## src/rtl/ctrl_pkg.sv

```systemverilog
// Shared encodings for the multicycle LEGv8 control unit:
// FSM state codes, opcode patterns and ALU function codes.
package ctrl_pkg;

    typedef logic [3:0] state_t;

    localparam logic [3:0] S_FETCH    = 4'd0;
    localparam logic [3:0] S_DECODE   = 4'd1;
    localparam logic [3:0] S_MEMADR   = 4'd2;
    localparam logic [3:0] S_MEMREAD  = 4'd3;
    localparam logic [3:0] S_MEMWB    = 4'd4;
    localparam logic [3:0] S_MEMWRITE = 4'd5;
    localparam logic [3:0] S_EXEC_R   = 4'd6;
    localparam logic [3:0] S_ALUWB    = 4'd7;
    localparam logic [3:0] S_BRANCH   = 4'd8;

    localparam logic [10:0] OP_LDUR = 11'b111_1100_0010;
    localparam logic [10:0] OP_STUR = 11'b111_1100_0000;
    localparam logic [10:0] OP_ADD  = 11'b100_0101_1000;
    localparam logic [10:0] OP_SUB  = 11'b110_0101_1000;
    localparam logic [10:0] OP_AND  = 11'b100_0101_0000;
    localparam logic [10:0] OP_ORR  = 11'b101_0101_0000;
    localparam logic [7:0]  OP_CBZ  = 8'b101_1010_0;

    localparam logic [3:0] ALU_AND   = 4'b0000;
    localparam logic [3:0] ALU_ORR   = 4'b0001;
    localparam logic [3:0] ALU_ADD   = 4'b0010;
    localparam logic [3:0] ALU_SUB   = 4'b0110;
    localparam logic [3:0] ALU_PASSB = 4'b0111;

    typedef enum logic [1:0] {
        ALUOP_ADD   = 2'b00,
        ALUOP_PASSB = 2'b01,
        ALUOP_FUNCT = 2'b10
    } alu_op_e;

    function automatic logic is_cbz(input logic [10:0] op);
        return op[10:3] == OP_CBZ;
    endfunction

    function automatic logic is_rtype(input logic [10:0] op);
        return (op == OP_ADD) || (op == OP_SUB) ||
               (op == OP_AND) || (op == OP_ORR);
    endfunction

endpackage

```

## src/rtl/multicycle_ctrl_if.sv

```systemverilog
// Controller <-> datapath bundle: opcode/flags in,
// enables and mux selects out.
interface multicycle_ctrl_if #(parameter int CNT_W = 32);

    logic [10:0]      op;
    logic             zero;
    logic             mem_ready;
    logic             ir_write;
    logic             pc_en;
    logic             reg_write;
    logic             mem_read;
    logic             mem_write;
    logic             mem_to_reg;
    logic             reg2loc;
    logic             alu_src_a;
    logic [1:0]       alu_src_b;
    logic [3:0]       alu_control;
    logic             illegal;
    logic [CNT_W-1:0] retired;

    modport master (
        input  op, zero, mem_ready,
        output ir_write, pc_en, reg_write,
        output mem_read, mem_write, mem_to_reg,
        output reg2loc, alu_src_a, alu_src_b,
        output alu_control, illegal, retired
    );

    modport slave (
        output op, zero, mem_ready,
        input  ir_write, pc_en, reg_write,
        input  mem_read, mem_write, mem_to_reg,
        input  reg2loc, alu_src_a, alu_src_b,
        input  alu_control, illegal, retired
    );

endinterface

```

## src/rtl/aludec.sv

```systemverilog
// Maps alu_op plus the R-type opcode to the ALU function code.
module aludec
    import ctrl_pkg::*;
(
    input  logic [10:0] op,
    input  logic [1:0]  alu_op,
    output logic [3:0]  alu_control
);

    logic [3:0] funct_ctl;

    always_comb begin
        funct_ctl = ALU_ADD;
        unique case (1'b1)
            (op == OP_SUB): funct_ctl = ALU_SUB;
            (op == OP_AND): funct_ctl = ALU_AND;
            (op == OP_ORR): funct_ctl = ALU_ORR;
            default:        funct_ctl = ALU_ADD;
        endcase
    end

    always_comb begin
        alu_control = ALU_ADD;
        case (alu_op)
            ALUOP_PASSB: alu_control = ALU_PASSB;
            ALUOP_FUNCT: alu_control = funct_ctl;
            default:     alu_control = ALU_ADD;
        endcase
    end

endmodule

```

## src/rtl/multicycle_ctrl.sv

```systemverilog
// Multicycle LEGv8 control FSM with retired-instruction counter.
// Outputs are a Moore decode of state; pc_en/ir_write follow handshakes.
module multicycle_ctrl
    import ctrl_pkg::*;
#(
    parameter int CNT_W = 32
) (
    input  logic               clk,
    input  logic               reset,
    multicycle_ctrl_if.master  bus
);

    state_t           state_q, state_d;
    logic [CNT_W-1:0] retired_q, retired_d;
    logic [1:0]       alu_op;
    logic [3:0]       alu_ctl;
    logic             op_mem, op_cbz, op_r, op_legal;
    logic             retire;

    logic             ir_write, pc_en, reg_write;
    logic             mem_read, mem_write, mem_to_reg;
    logic             reg2loc, alu_src_a, illegal;
    logic [1:0]       alu_src_b;

    assign op_mem   = (bus.op == OP_LDUR) || (bus.op == OP_STUR);
    assign op_cbz   = is_cbz(bus.op);
    assign op_r     = is_rtype(bus.op);
    assign op_legal = op_mem || op_cbz || op_r;

    always_comb begin
        state_d = state_q;
        case (state_q)
            S_FETCH: if (bus.mem_ready) state_d = S_DECODE;
            S_DECODE: begin
                unique case (1'b1)
                    op_mem:  state_d = S_MEMADR;
                    op_cbz:  state_d = S_BRANCH;
                    op_r:    state_d = S_EXEC_R;
                    default: state_d = S_FETCH;
                endcase
            end
            S_MEMADR:
                state_d = (bus.op == OP_LDUR) ? S_MEMREAD : S_MEMWRITE;
            S_MEMREAD: if (bus.mem_ready) state_d = S_MEMWB;
            S_MEMWB:   state_d = S_FETCH;
            S_MEMWRITE: if (bus.mem_ready) state_d = S_FETCH;
            S_EXEC_R:  state_d = S_ALUWB;
            S_ALUWB:   state_d = S_FETCH;
            S_BRANCH:  state_d = S_FETCH;
            default:   state_d = S_FETCH;
        endcase
    end

    always_comb begin
        ir_write   = 1'b0;
        pc_en      = 1'b0;
        reg_write  = 1'b0;
        mem_read   = 1'b0;
        mem_write  = 1'b0;
        mem_to_reg = 1'b0;
        reg2loc    = 1'b0;
        alu_src_a  = 1'b0;
        alu_src_b  = 2'b00;
        alu_op     = ALUOP_ADD;
        illegal    = 1'b0;
        case (state_q)
            S_FETCH: begin
                mem_read  = 1'b1;
                alu_src_b = 2'b01;
                ir_write  = bus.mem_ready;
                pc_en     = bus.mem_ready;
            end
            S_DECODE: begin
                alu_src_b = 2'b10;
                reg2loc   = op_cbz;
                illegal   = ~op_legal;
            end
            S_MEMADR: begin
                alu_src_a = 1'b1;
                alu_src_b = 2'b10;
            end
            S_MEMREAD: mem_read = 1'b1;
            S_MEMWB: begin
                reg_write  = 1'b1;
                mem_to_reg = 1'b1;
            end
            S_MEMWRITE: begin
                mem_write = 1'b1;
                reg2loc   = 1'b1;
            end
            S_EXEC_R: begin
                alu_src_a = 1'b1;
                alu_op    = ALUOP_FUNCT;
            end
            S_ALUWB: reg_write = 1'b1;
            S_BRANCH: begin
                alu_src_a = 1'b1;
                reg2loc   = 1'b1;
                alu_op    = ALUOP_PASSB;
                pc_en     = bus.zero;
            end
            default: ;
        endcase
    end

    aludec u_aludec (
        .op          (bus.op),
        .alu_op      (alu_op),
        .alu_control (alu_ctl)
    );

    assign retire = (state_q == S_MEMWB) ||
                    (state_q == S_ALUWB) ||
                    (state_q == S_BRANCH) ||
                    ((state_q == S_MEMWRITE) && bus.mem_ready);

    always_comb begin
        retired_d = retired_q;
        if (retire) retired_d = retired_q + CNT_W'(1);
    end

    always_ff @(posedge clk or posedge reset) begin
        if (reset) begin
            state_q   <= S_FETCH;
            retired_q <= '0;
        end else begin
            state_q   <= state_d;
            retired_q <= retired_d;
        end
    end

    // Handshake-driven strobes must stay low while reset is held.
    assign bus.ir_write    = ir_write & ~reset;
    assign bus.pc_en       = pc_en & ~reset;
    assign bus.reg_write   = reg_write;
    assign bus.mem_read    = mem_read;
    assign bus.mem_write   = mem_write;
    assign bus.mem_to_reg  = mem_to_reg;
    assign bus.reg2loc     = reg2loc;
    assign bus.alu_src_a   = alu_src_a;
    assign bus.alu_src_b   = alu_src_b;
    assign bus.alu_control = alu_ctl;
    assign bus.illegal     = illegal;
    assign bus.retired     = retired_q;

endmodule

```

## src/flat_wrapper.sv

```systemverilog
// flat-port wrapper written by rule: the top's interface ports become plain ports
module multicycle_ctrl_flat import ctrl_pkg::*;
#(
    parameter int CNT_W = 32
)
  (clk, reset, bus_op, bus_zero, bus_mem_ready, bus_ir_write, bus_pc_en, bus_reg_write, bus_mem_read, bus_mem_write, bus_mem_to_reg, bus_reg2loc, bus_alu_src_a, bus_alu_src_b, bus_alu_control, bus_illegal, bus_retired);
  multicycle_ctrl_if #(.CNT_W(CNT_W)) bus_i ();
  input  logic clk;
  input  logic reset;
  input wire logic [$bits(bus_i.op)-1:0] bus_op;
  input wire logic [$bits(bus_i.zero)-1:0] bus_zero;
  input wire logic [$bits(bus_i.mem_ready)-1:0] bus_mem_ready;
  output wire logic [$bits(bus_i.ir_write)-1:0] bus_ir_write;
  output wire logic [$bits(bus_i.pc_en)-1:0] bus_pc_en;
  output wire logic [$bits(bus_i.reg_write)-1:0] bus_reg_write;
  output wire logic [$bits(bus_i.mem_read)-1:0] bus_mem_read;
  output wire logic [$bits(bus_i.mem_write)-1:0] bus_mem_write;
  output wire logic [$bits(bus_i.mem_to_reg)-1:0] bus_mem_to_reg;
  output wire logic [$bits(bus_i.reg2loc)-1:0] bus_reg2loc;
  output wire logic [$bits(bus_i.alu_src_a)-1:0] bus_alu_src_a;
  output wire logic [$bits(bus_i.alu_src_b)-1:0] bus_alu_src_b;
  output wire logic [$bits(bus_i.alu_control)-1:0] bus_alu_control;
  output wire logic [$bits(bus_i.illegal)-1:0] bus_illegal;
  output wire logic [$bits(bus_i.retired)-1:0] bus_retired;
  assign bus_i.op = bus_op;
  assign bus_i.zero = bus_zero;
  assign bus_i.mem_ready = bus_mem_ready;
  assign bus_ir_write = bus_i.ir_write;
  assign bus_pc_en = bus_i.pc_en;
  assign bus_reg_write = bus_i.reg_write;
  assign bus_mem_read = bus_i.mem_read;
  assign bus_mem_write = bus_i.mem_write;
  assign bus_mem_to_reg = bus_i.mem_to_reg;
  assign bus_reg2loc = bus_i.reg2loc;
  assign bus_alu_src_a = bus_i.alu_src_a;
  assign bus_alu_src_b = bus_i.alu_src_b;
  assign bus_alu_control = bus_i.alu_control;
  assign bus_illegal = bus_i.illegal;
  assign bus_retired = bus_i.retired;
  multicycle_ctrl #(.CNT_W(CNT_W)) u_core (.clk(clk), .reset(reset), .bus(bus_i));
endmodule
```

## config.mk

```make
export PLATFORM = sky130hd
export DESIGN_NAME = multicycle_ctrl_flat
export DESIGN_NICKNAME = d
export VERILOG_FILES = /design/src/rtl/ctrl_pkg.sv /design/src/rtl/multicycle_ctrl_if.sv /design/src/rtl/aludec.sv /design/src/rtl/multicycle_ctrl.sv /design/src/flat_wrapper.sv
export SDC_FILE = /design/constraint.sdc
export NUM_CORES = 1
export LEC_CHECK = 0
export BUFFER_PORTS_ARGS = -buffer_cell sky130_fd_sc_hd__buf_2
export CAP_MARGIN = 20
export CELL_PAD_IN_SITES_DETAIL_PLACEMENT = 0
export CELL_PAD_IN_SITES_GLOBAL_PLACEMENT = 1
export CORE_UTILIZATION = 30
export DETAILED_ROUTE_END_ITERATION = 10
export GPL_TIMING_DRIVEN = 1
export PLACE_DENSITY_LB_ADDON = 0.1
export SYNTH_ARGS = -nofsm -noshare
export SYNTH_HDL_FRONTEND = slang
export SYNTH_SLANG_ARGS = --single-unit
```

## constraint.sdc

```tcl
create_clock -name clk -period 5.45 [get_ports clk]
set_input_delay 0.2725 -clock clk [delete_from_list [all_inputs] [get_ports clk]]
set_output_delay 0.2725 -clock clk [all_outputs]
set_load 0.02 [all_outputs]
```

==> results.sh, run 1 <==
export IMPL_status="complete, but fails checks"
export IMPL_violations="DRC"
export IMPL_drt_total_wl_um=4810
export IMPL_drt_met1_wl_um=2390
export IMPL_skew_ps=5.56
export IMPL_tns_ps=0
export IMPL_drc=8
export IMPL_mostFrequentLayoutCell="buf_2"
export IMPL_core_um2=6460
export IMPL_ir_drop_mv=0.106
export IMPL_holdBufCountCts=0
export IMPL_diodes=0
export IMPL_rows=29
export IMPL_syn_area_um2=2030
export IMPL_drive_gt1_frac=0.280
export IMPL_area_growth_pct=22.7
export IMPL_r2r_cells=7
export IMPL_seq_area_frac_synth=0.444
export IMPL_async_flop_share=1.00
export IMPL_routabilityCongestion=0.750
export IMPL_setup_viol=0
export IMPL_cp_max_fo=14
export IMPL_hold_class="in -> async"
export IMPL_num_nets_final=297
export IMPL_wl_met2_um=2100
export IMPL_fmax_mhz=416
export IMPL_drv_slew=0
export IMPL_path_class="reg -> out"
export IMPL_ys_types=41
export IMPL_power_mw=0.505
export IMPL_die_area_um2=7100
export IMPL_synth_nets=235
export IMPL_fin_crit_sh=0.441
export IMPL_post_route_min_period_ps=2400
export IMPL_clock_path_buffers=2
export IMPL_grt_util_all_layers=0.146
export IMPL_max_cap_violations=0
export IMPL_tightest_slew_ps=845
export IMPL_die_y_um=84.3
export IMPL_power_density_nw_per_um2=202
export IMPL_synth_ff_type="dfrtp_1"
export IMPL_clock_sinks=36
export IMPL_synth_edf_count=0
export IMPL_ant_nets=0
export IMPL_postCtsSetupBuffers=0
export IMPL_yosys_register_bits=36
export IMPL_multiInputGateArea_um2=1060
export IMPL_via_per_inst=4.89
export IMPL_io_buffers=60
export IMPL_avgSynthCellArea_um2=9.40
export IMPL_cp_arrival_ps=2130
export IMPL_top_layer_used="met4"
export IMPL_grt_pass1_wl_um=8140
export IMPL_stdcell_area_um2=2490
export IMPL_yosysWarnings=0
export IMPL_insertion_delay_ps=290
export IMPL_crit_path_start_kind="flop"
export IMPL_slew_headroom=0.431
export IMPL_grt_max_degree=37
export IMPL_power_leakage_nw=1.29
export IMPL_seqCellArea_um2=901
export IMPL_start_util=0.314
export IMPL_crit_path_end_kind="output port"
export IMPL_hpwl_um=3580
export IMPL_grt_overflow=0
export IMPL_hold_viol=0
export IMPL_cts_repair_resized=0
export IMPL_drtPass1Iterations=7
export IMPL_fill_cells=697
export IMPL_wl_met3_um=223
export IMPL_cts_root_buf="clkbuf_8"
export IMPL_die_width_um=84.3
export IMPL_wl_per_cell_um=13.5
export IMPL_layout_common_cells="60 x buf_2, 36 x dfrtp_1, 23 x nand2_1"
export IMPL_netlist_instances=216
export IMPL_grt_pass1_vias=1618
export IMPL_cts_made_buffers=5
export IMPL_pin_count=62
export IMPL_drt_initial_drc_count=47
export IMPL_vias=1740
export IMPL_cts_htree_levels=2
export IMPL_dpl_cell_area_um2=2400
export IMPL_clk_pin_slew_ps=80
export IMPL_rsz0062_at_grt="no"
export IMPL_cts_tree="done"
export IMPL_cp_required_ps=5180
export IMPL_antenna_found_initial=0
==> stage by stage <==
step / hold WS [ps] / util / worst slack (ps) / instances
6_report: 91.8 / 0.386 / 3050 / 356
3_3_place_gp: 440 / 0.372 / 3270 / 348
2_1_floorplan: 439 / - / 3210 / 216
3_5_place_dp: 437 / 0.372 / 3170 / 348
4_1_cts: 112 / 0.386 / 3030 / 356
5_1_grt: 154 / 0.386 / 2860 / 356
==> cell families after synthesis <==
kind of cell | count (synthesis) | share of synthesized area
DFF | 36 | 0.444
and+or+nand+nor | 107 | 0.291
muxes | 2 | 0.00986
buffers and inverters | 16 | 0.0333
adders and majority gates | 4 | 0.0246
xor gates and xnor gates | 31 | 0.134
other | 1 | 0.00185
AOI/OAI and AO/OA | 19 | 0.0622
==> synth_stat cells (7+ instances only) <==
cell / n / area, um2
a21oi_1: 7 / 35.0
xnor2_1: 21 / 184
and3_1: 9 / 56.3
dfrtp_1: 36 / 901
nand4_1: 8 / 50.1
nor3_1: 12 / 60.1
xor2_1: 10 / 87.6
nor2_1: 11 / 41.3
nand2_1: 23 / 86.3
inv_1: 9 / 33.8
nand3_1: 11 / 55.1
==> per-layer routing <==
| layer | vias up | GRT usage |
|---|---|---|
| met5 | - | 0 |
| met4 | 0 | 0.0533 |
| met3 | 9 | 0.0354 |
| met2 | 39 | 0.215 |
| met1 | 819 | 0.206 |
| li1 | 873 | - |
==> sequential cells by signal, summed over array words and instances (netlist names) <==
name,flops
u_core.bus.retired,32
u_core.state_q,4
==> path summary, 6_finish.rpt <==
kind | start | to | slack (ps)
setup / recovery | u_core.state_q[1] | bus_alu_control[1] | 3050
hold / removal | reset | u_core.bus.retired[3] | 90
setup reg to reg | u_core.state_q[0] | u_core.bus.retired[24] | 3190
hold reg to reg | u_core.bus.retired[31] | u_core.bus.retired[31] | 470
max in group asynchronous | reset | u_core.bus.retired[20] | 5020
min in group clk | bus_op[6] | u_core.state_q[3] | 310
==> critical path, stage by stage (launching register included) <==
cell and delay, ps:
dfrtp_1 590, nor2b_1 370, nand2_1 160, ha_1 340, nor2b_1 130, o21ai_0 60, buf_2 200
==> area by class of cell <==
cell class	instances	share of cell area
clock buffers	5	0.0276
well taps	77	0.0387
inverters	10	0.0151
multi-input cells	164	0.426
repair buffers	61	0.123
flip-flops and latches	36	0.361
clock inverters	3	0.00753
==> power breakdown <==
| part | total (mW) | internal [mW] | switching (mW) |
|---|---|---|---|
| Sequential | 0.273 | 0.269 | 0.00391 |
| Clock | 0.195 | 0.0892 | 0.105 |
| Combinational | 0.0375 | 0.0141 | 0.0234 |
Note: power is estimated with default switching activity, not from simulation.
==> inputs of run 2 (changes only) <==
==> constraint.sdc (replaced) <==
create_clock -name clk -period 2 [get_ports clk]
set_input_delay 0.1 -clock clk [delete_from_list [all_inputs] [get_ports clk]]
set_output_delay 0.1 -clock clk [all_outputs]
set_load 0.02 [all_outputs]
==> run 2 against run 1 <==
Register-to-register slack worse by 3100 ps. Setup slack worse by 3000 ps. Global-route usage up 0.18 points. Combinational power rose to 3.3 times the previous value. Count of clock-buffer cells in the layout up 2. Clock power rose to 2.7 times the previous value. Clock skew about the same. Die area unchanged. Total power rose to 2.8 times the previous value. First-iteration DRC count up 70%. The flow still finishes with violations (DRC). Core utilization up 4.9 points.
==> results.sh, run 2 (synthesis gave the netlist of run 1 again) <==
export IMPL_cp_required_ps=2170
export IMPL_grt_max_degree=37
export IMPL_cp_arrival_ps=2110
export IMPL_ant_nets=0
export IMPL_start_util=0.314
export IMPL_grt_pass1_vias=1743
export IMPL_clk_pin_slew_ps=70
export IMPL_mostFrequentLayoutCell="buf_2"
export IMPL_stdcell_area_um2=2810
export IMPL_hold_class="in -> reg"
export IMPL_postCtsSetupBuffers=0
export IMPL_crit_path_start_kind="flop"
export IMPL_setup_viol=0
export IMPL_wl_per_cell_um=12.7
export IMPL_slew_headroom=0.630
export IMPL_rsz0062_at_grt="yes"
export IMPL_path_class="reg -> reg"
export IMPL_tightest_slew_ps=550
export IMPL_internal_power_mw=1.06
export IMPL_clock_path_buffers=2
export IMPL_max_cap_violations=0
export IMPL_post_route_util=0.435
export IMPL_grt_util_all_layers=0.147
export IMPL_die_area_um2=7100
export IMPL_hold_viol=0
export IMPL_ir_drop_mv=0.373
export IMPL_crit_buf_inv=1
export IMPL_cts_htree_levels=2
export IMPL_insertion_delay_ps=280
export IMPL_rows=29
export IMPL_crit_path_max_incr_delay_ps=530
export IMPL_vias=1855
export IMPL_clock_sinks=36
export IMPL_met3_usage=0.0364
export IMPL_hpwl_um=3880
export IMPL_cts_made_buffers=5
export IMPL_clkPwrFrac=0.383
export IMPL_met1_usage=0.205
export IMPL_routabilityCongestion=0.788
export IMPL_cp_max_fo=6
export IMPL_combPwrFrac=0.088
export IMPL_pin_count=62
export IMPL_dpl_cell_area_um2=2660
export IMPL_num_nets_final=331
export IMPL_via_per_inst=4.76
export IMPL_crit_slowest_cell="or3b_2"
export IMPL_cts_tree="done"
export IMPL_grt_busiest_layer="met2"
export IMPL_status="complete, but fails checks"
export IMPL_io_buffers=60
export IMPL_drc=6
export IMPL_fin_crit_sh=0.966
export IMPL_drv_slew=0
export IMPL_antenna_found_initial=0
export IMPL_switching_share=0.238
export IMPL_grt_overflow=0
export IMPL_crit_start="u_core.state_q[1]"
export IMPL_min_delay_start="bus_op[6]"
export IMPL_critPathTopFamily="simple AND/OR/NAND/NOR gates"
export IMPL_largest_reg_flops=32
export IMPL_core_um2=6460
export IMPL_fill_cells=685
export IMPL_drtPass1Iterations=7
export IMPL_power_switching_mw=0.332
export IMPL_cts_root_buf="clkbuf_8"
export IMPL_power_density_nw_per_um2=496
export IMPL_drt_initial_drc_count=80
export IMPL_grt_pass1_wl_um=8280
export IMPL_power_leakage_nw=1.47
export IMPL_rr_startpoint="u_core.state_q[1]"
export IMPL_post_route_min_period_ps=1930
export IMPL_diodes=0
export IMPL_skew_ps=5.79
export IMPL_crit_path_end_kind="flop"
export IMPL_use_met2=0.230
export IMPL_path_cells="or3b_2 -> a31oi_4 -> nor3_1 -> buf_4 -> and3_1 -> xor2_1"
export IMPL_fmax_mhz=518
export IMPL_die_width_um=84.3
export IMPL_violations="DRC"
export IMPL_seq_power_share=0.529
export IMPL_die_y_um=84.3
export IMPL_layout_common_cells="59 x buf_2, 35 x dfrtp_1, 34 x buf_4"
export IMPL_drt_total_wl_um=4950
export IMPL_area_growth_pct=38.4
export IMPL_drive_gt1_frac=0.387
## run 2: cell types whose count changed in the layout (fill, tap and decap cells not counted), moves of 2 or more
cell and change:
clkinv_2 -2, nor4_1 -2, buf_4 +33, nor4_2 +2
## run 2: power by group through the flow
| stage | clock (mW) | sequential [mW] | combinational, mW |
|---|---|---|---|
| 6_report | 0.534 | 0.737 | 0.122 |
| 5_1_grt | 0.595 | 0.737 | 0.134 |
| 4_1_cts | 0.559 | 0.736 | 0.124 |
| 3_5_place_dp | 0 | 0.750 | 0.122 |
| 3_3_place_gp | 0 | 0.750 | 0.123 |
| 2_1_floorplan | 0 | 0.756 | 0.0627 |
## run 2: stage by stage
stage	total power, mW	hold WS (ps)	setup TNS, ps	worst slack, ps	instances
2_1_floorplan	0.819	267	0	9.75	216
3_3_place_gp	0.873	261	-76.8	-50.5	381
3_5_place_dp	0.872	259	-124	-57.4	381
4_1_cts	1.42	149	0	2.62	390
5_1_grt	1.47	162	-12.4	-12.4	390
6_report	1.39	151	0	69.0	390
## run 2: layer usage
metal | share of wire | wire (um) | up-vias
met5 | 0 | 0 | -
met4 | 0.0085 | 42 | 0
met3 | 0.041 | 202 | 5
met2 | 0.45 | 2240 | 35
met1 | 0.50 | 2470 | 875
li1 | - | - | 940
## run 2: path summary, 6_finish.rpt
kind / cells after the start / slack [ps] / to
hold / removal: 3 / 150 / u_core.state_q[3]
hold reg to reg: 1 / 470 / u_core.bus.retired[31]
max in group asynchronous: 4 / 1170 / u_core.state_q[1]
min in group asynchronous: 4 / 480 / u_core.bus.retired[1]
setup / recovery: 6 / 70 / u_core.bus.retired[12]
setup reg to reg: 6 / 70 / u_core.bus.retired[12]
## run 2: area by class of cell
| type | count | area (um2) | share of cell area |
|---|---|---|---|
| Tap cell | 77 | 96.3 | 0.0343 |
| Inverter | 10 | 37.5 | 0.0134 |
| Sequential cell | 36 | 902 | 0.321 |
| Clock inverter | 1 | 7.51 | 0.00267 |
| Multi-Input combinational cell | 164 | 1110 | 0.394 |
| Timing Repair Buffer | 95 | 572 | 0.203 |
| Clock buffer | 7 | 86.3 | 0.0307 |
## run 2: worst min-delay path, stage by stage
cell and delay, ps:
buf_2 90, or4b_2 150, nor2_1 60
## run 2: what timing repair did
item,CTS,global route
endpoints found under the hold margin,36,0
setup endpoints to repair,8,6
hold buffers,1,0
gates resized for setup,3,11
pin swaps,0,3
==> inputs of run 3 (changes only) <==
--- a/config.mk
+++ b/config.mk
@@ -10,6 +10,7 @@
 export CELL_PAD_IN_SITES_DETAIL_PLACEMENT = 0
 export CELL_PAD_IN_SITES_GLOBAL_PLACEMENT = 1
 export CORE_UTILIZATION = 30
+export CTS_BUF_LIST = sky130_fd_sc_hd__clkbuf_4
 export DETAILED_ROUTE_END_ITERATION = 10
 export GPL_TIMING_DRIVEN = 1
 export PLACE_DENSITY_LB_ADDON = 0.1
==> run 3 against run 2 <==
The run still ends with DRC left. Flip-flop and latch count is the same. Combinational power is essentially flat. Worst hold slack lost 52 ps. Critical endpoint unchanged. Largest cell class unchanged. Highest routed layer unchanged.
==> results.sh, run 3 (synthesis gave the netlist of run 1 again) <==
export IMPL_slew_headroom=0.624
export IMPL_crit_buf_inv=1
export IMPL_r2r_cells=6
export IMPL_power_density_nw_per_um2=448
export IMPL_fmax_mhz=513
export IMPL_ant_nets=0
export IMPL_setup_viol=0
export IMPL_drt_total_wl_um=4960
export IMPL_diodes=0
export IMPL_vias=1866
export IMPL_drt_initial_drc_count=113
export IMPL_insertion_delay_ps=340
export IMPL_core_um2=6460
export IMPL_rows=29
export IMPL_place_ws_ps=-57.4
export IMPL_crit_path_end_kind="flop"
export IMPL_wl_per_cell_um=12.7
export IMPL_clock_path_buffers=2
export IMPL_power_mw=1.25
export IMPL_skew_ps=11.9
export IMPL_grt_pass1_vias=1743
export IMPL_ir_drop_mv=0.235
export IMPL_cp_arrival_ps=2180
export IMPL_area_growth_pct=37.2
export IMPL_layout_common_cells="57 x buf_2, 36 x buf_4, 35 x dfrtp_1"
export IMPL_clk_pin_slew_ps=110
export IMPL_grt_util_all_layers=0.147
export IMPL_hold_viol=0
export IMPL_grt_max_degree=37
export IMPL_largest_reg_flops=32
export IMPL_cp_max_fo=6
export IMPL_path_cells="or3b_2 -> a31oi_4 -> nor3_1 -> buf_4 -> and3_1 -> xor2_1"
export IMPL_routabilityCongestion=0.788
export IMPL_cts_htree_levels=2
export IMPL_antenna_found_initial=0
export IMPL_ff2ff_setup_slack_ps=50
export IMPL_drtPass1Iterations=7
export IMPL_via_per_inst=4.78
export IMPL_io_buffers=60
export IMPL_path_class="reg -> reg"
export IMPL_crit_path_start_kind="flop"
export IMPL_violations="DRC"
export IMPL_status="complete, but fails checks"
export IMPL_cts_made_buffers=5
export IMPL_min_delay_start="bus_op[6]"
export IMPL_rsz0062_at_grt="yes"
export IMPL_cp_required_ps=2230
export IMPL_min_to="u_core.state_q[3]"
export IMPL_fin_crit_sh=0.974
export IMPL_hold_class="in -> reg"
export IMPL_r2r_end="u_core.bus.retired[12]"
export IMPL_die_width_um=84.3
export IMPL_drv_slew=0
export IMPL_num_nets_final=331
export IMPL_cts_tree="done"
export IMPL_clock_sinks=36
export IMPL_crit_path_max_incr_delay_ps=530
export IMPL_crit_slowest_cell="or3b_2"
export IMPL_grt_overflow=0
export IMPL_hpwl_um=3880
export IMPL_min_path_cells=3
export IMPL_layout_setup_ws_ps=52.1
export IMPL_cts_root_buf="clkbuf_4"
export IMPL_drc=6
export IMPL_power_leakage_nw=1.47
export IMPL_start_util=0.314
export IMPL_critPathTopFamily="simple AND/OR/NAND/NOR gates"
export IMPL_tightest_slew_ps=560
export IMPL_die_area_um2=7100
export IMPL_max_cap_violations=0
export IMPL_fill_cells=687
export IMPL_grt_pass1_wl_um=8260
export IMPL_die_y_um=84.3
export IMPL_post_route_util=0.431
export IMPL_pin_count=62
export IMPL_rr_startpoint="u_core.state_q[1]"
export IMPL_post_route_min_period_ps=1950
export IMPL_mostFrequentLayoutCell="buf_2"
export IMPL_drive_gt1_frac=0.387
## run 3: through the flow
stage                     std cells  setup TNS [ps]  cell area (um2)  hold slack [ps]
after global routing            390            -105             2790              102
after global placement          381           -76.8             2660              261
final                           390               0             2790             98.3
after CTS                       390               0             2750             87.6
after floorplan                 216               0             2040              267
after detailed placement        381            -124             2660              259
## run 3: area by class of cell
type | count | area, um2 | area share
Clock buffer | 6 | 45.0 | 0.0162
Multi-Input combinational cell | 164 | 1120 | 0.401
Timing Repair Buffer | 95 | 577 | 0.207
Inverter | 10 | 37.5 | 0.0135
Tap cell | 77 | 96.3 | 0.0346
Sequential cell | 36 | 902 | 0.324
Clock inverter | 2 | 11.3 | 0.00404
## run 3: worst reg2reg max path: cells and delay by family, from the launching register on
kind | cells | cell delay [ps]
simple gates | 3 | 820
flops | 1 | 460
compound gates | 1 | 280
buf+inv | 1 | 170
xor+xnor | 1 | 140
## run 3: per-layer routing
metal	wire length (um)	up-vias	GRT usage
li1	-	940	-
met1	2470	883	0.205
met2	2260	38	0.230
met3	187	5	0.0305
met4	44	0	0.0423
met5	0	-	0
## run 3: how the worst max path moves through the flow
stage	from	to	slack (ps)	cells past startpoint
after detailed placement	u_core.state_q[0]	u_core.bus.retired[24]	-60	7
after global routing	u_core.state_q[0]	bus_alu_control[2]	-40	9
after CTS	u_core.state_q[1]	bus_alu_control[2]	9	9
after floorplan	u_core.bus.retired[5]	u_core.bus.retired[27]	10	5
after global placement	u_core.state_q[0]	u_core.bus.retired[24]	-50	7
final	u_core.state_q[1]	u_core.bus.retired[12]	50	6
## run 3: power by group
part           switching, mW  internal [mW]
logic                 0.0738         0.0497
registers            0.00419          0.732
clock network          0.240          0.147
## run 3: repair_timing
| action | CTS | global route |
|---|---|---|
| hold endpoints to repair | 36 | 0 |
| hold buffers | 1 | 0 |
| resized for setup | 7 | 11 |
| pin swaps | 0 | 6 |
| setup endpoints to repair | 9 | 6 |
| setup buffers | 0 | 0 |
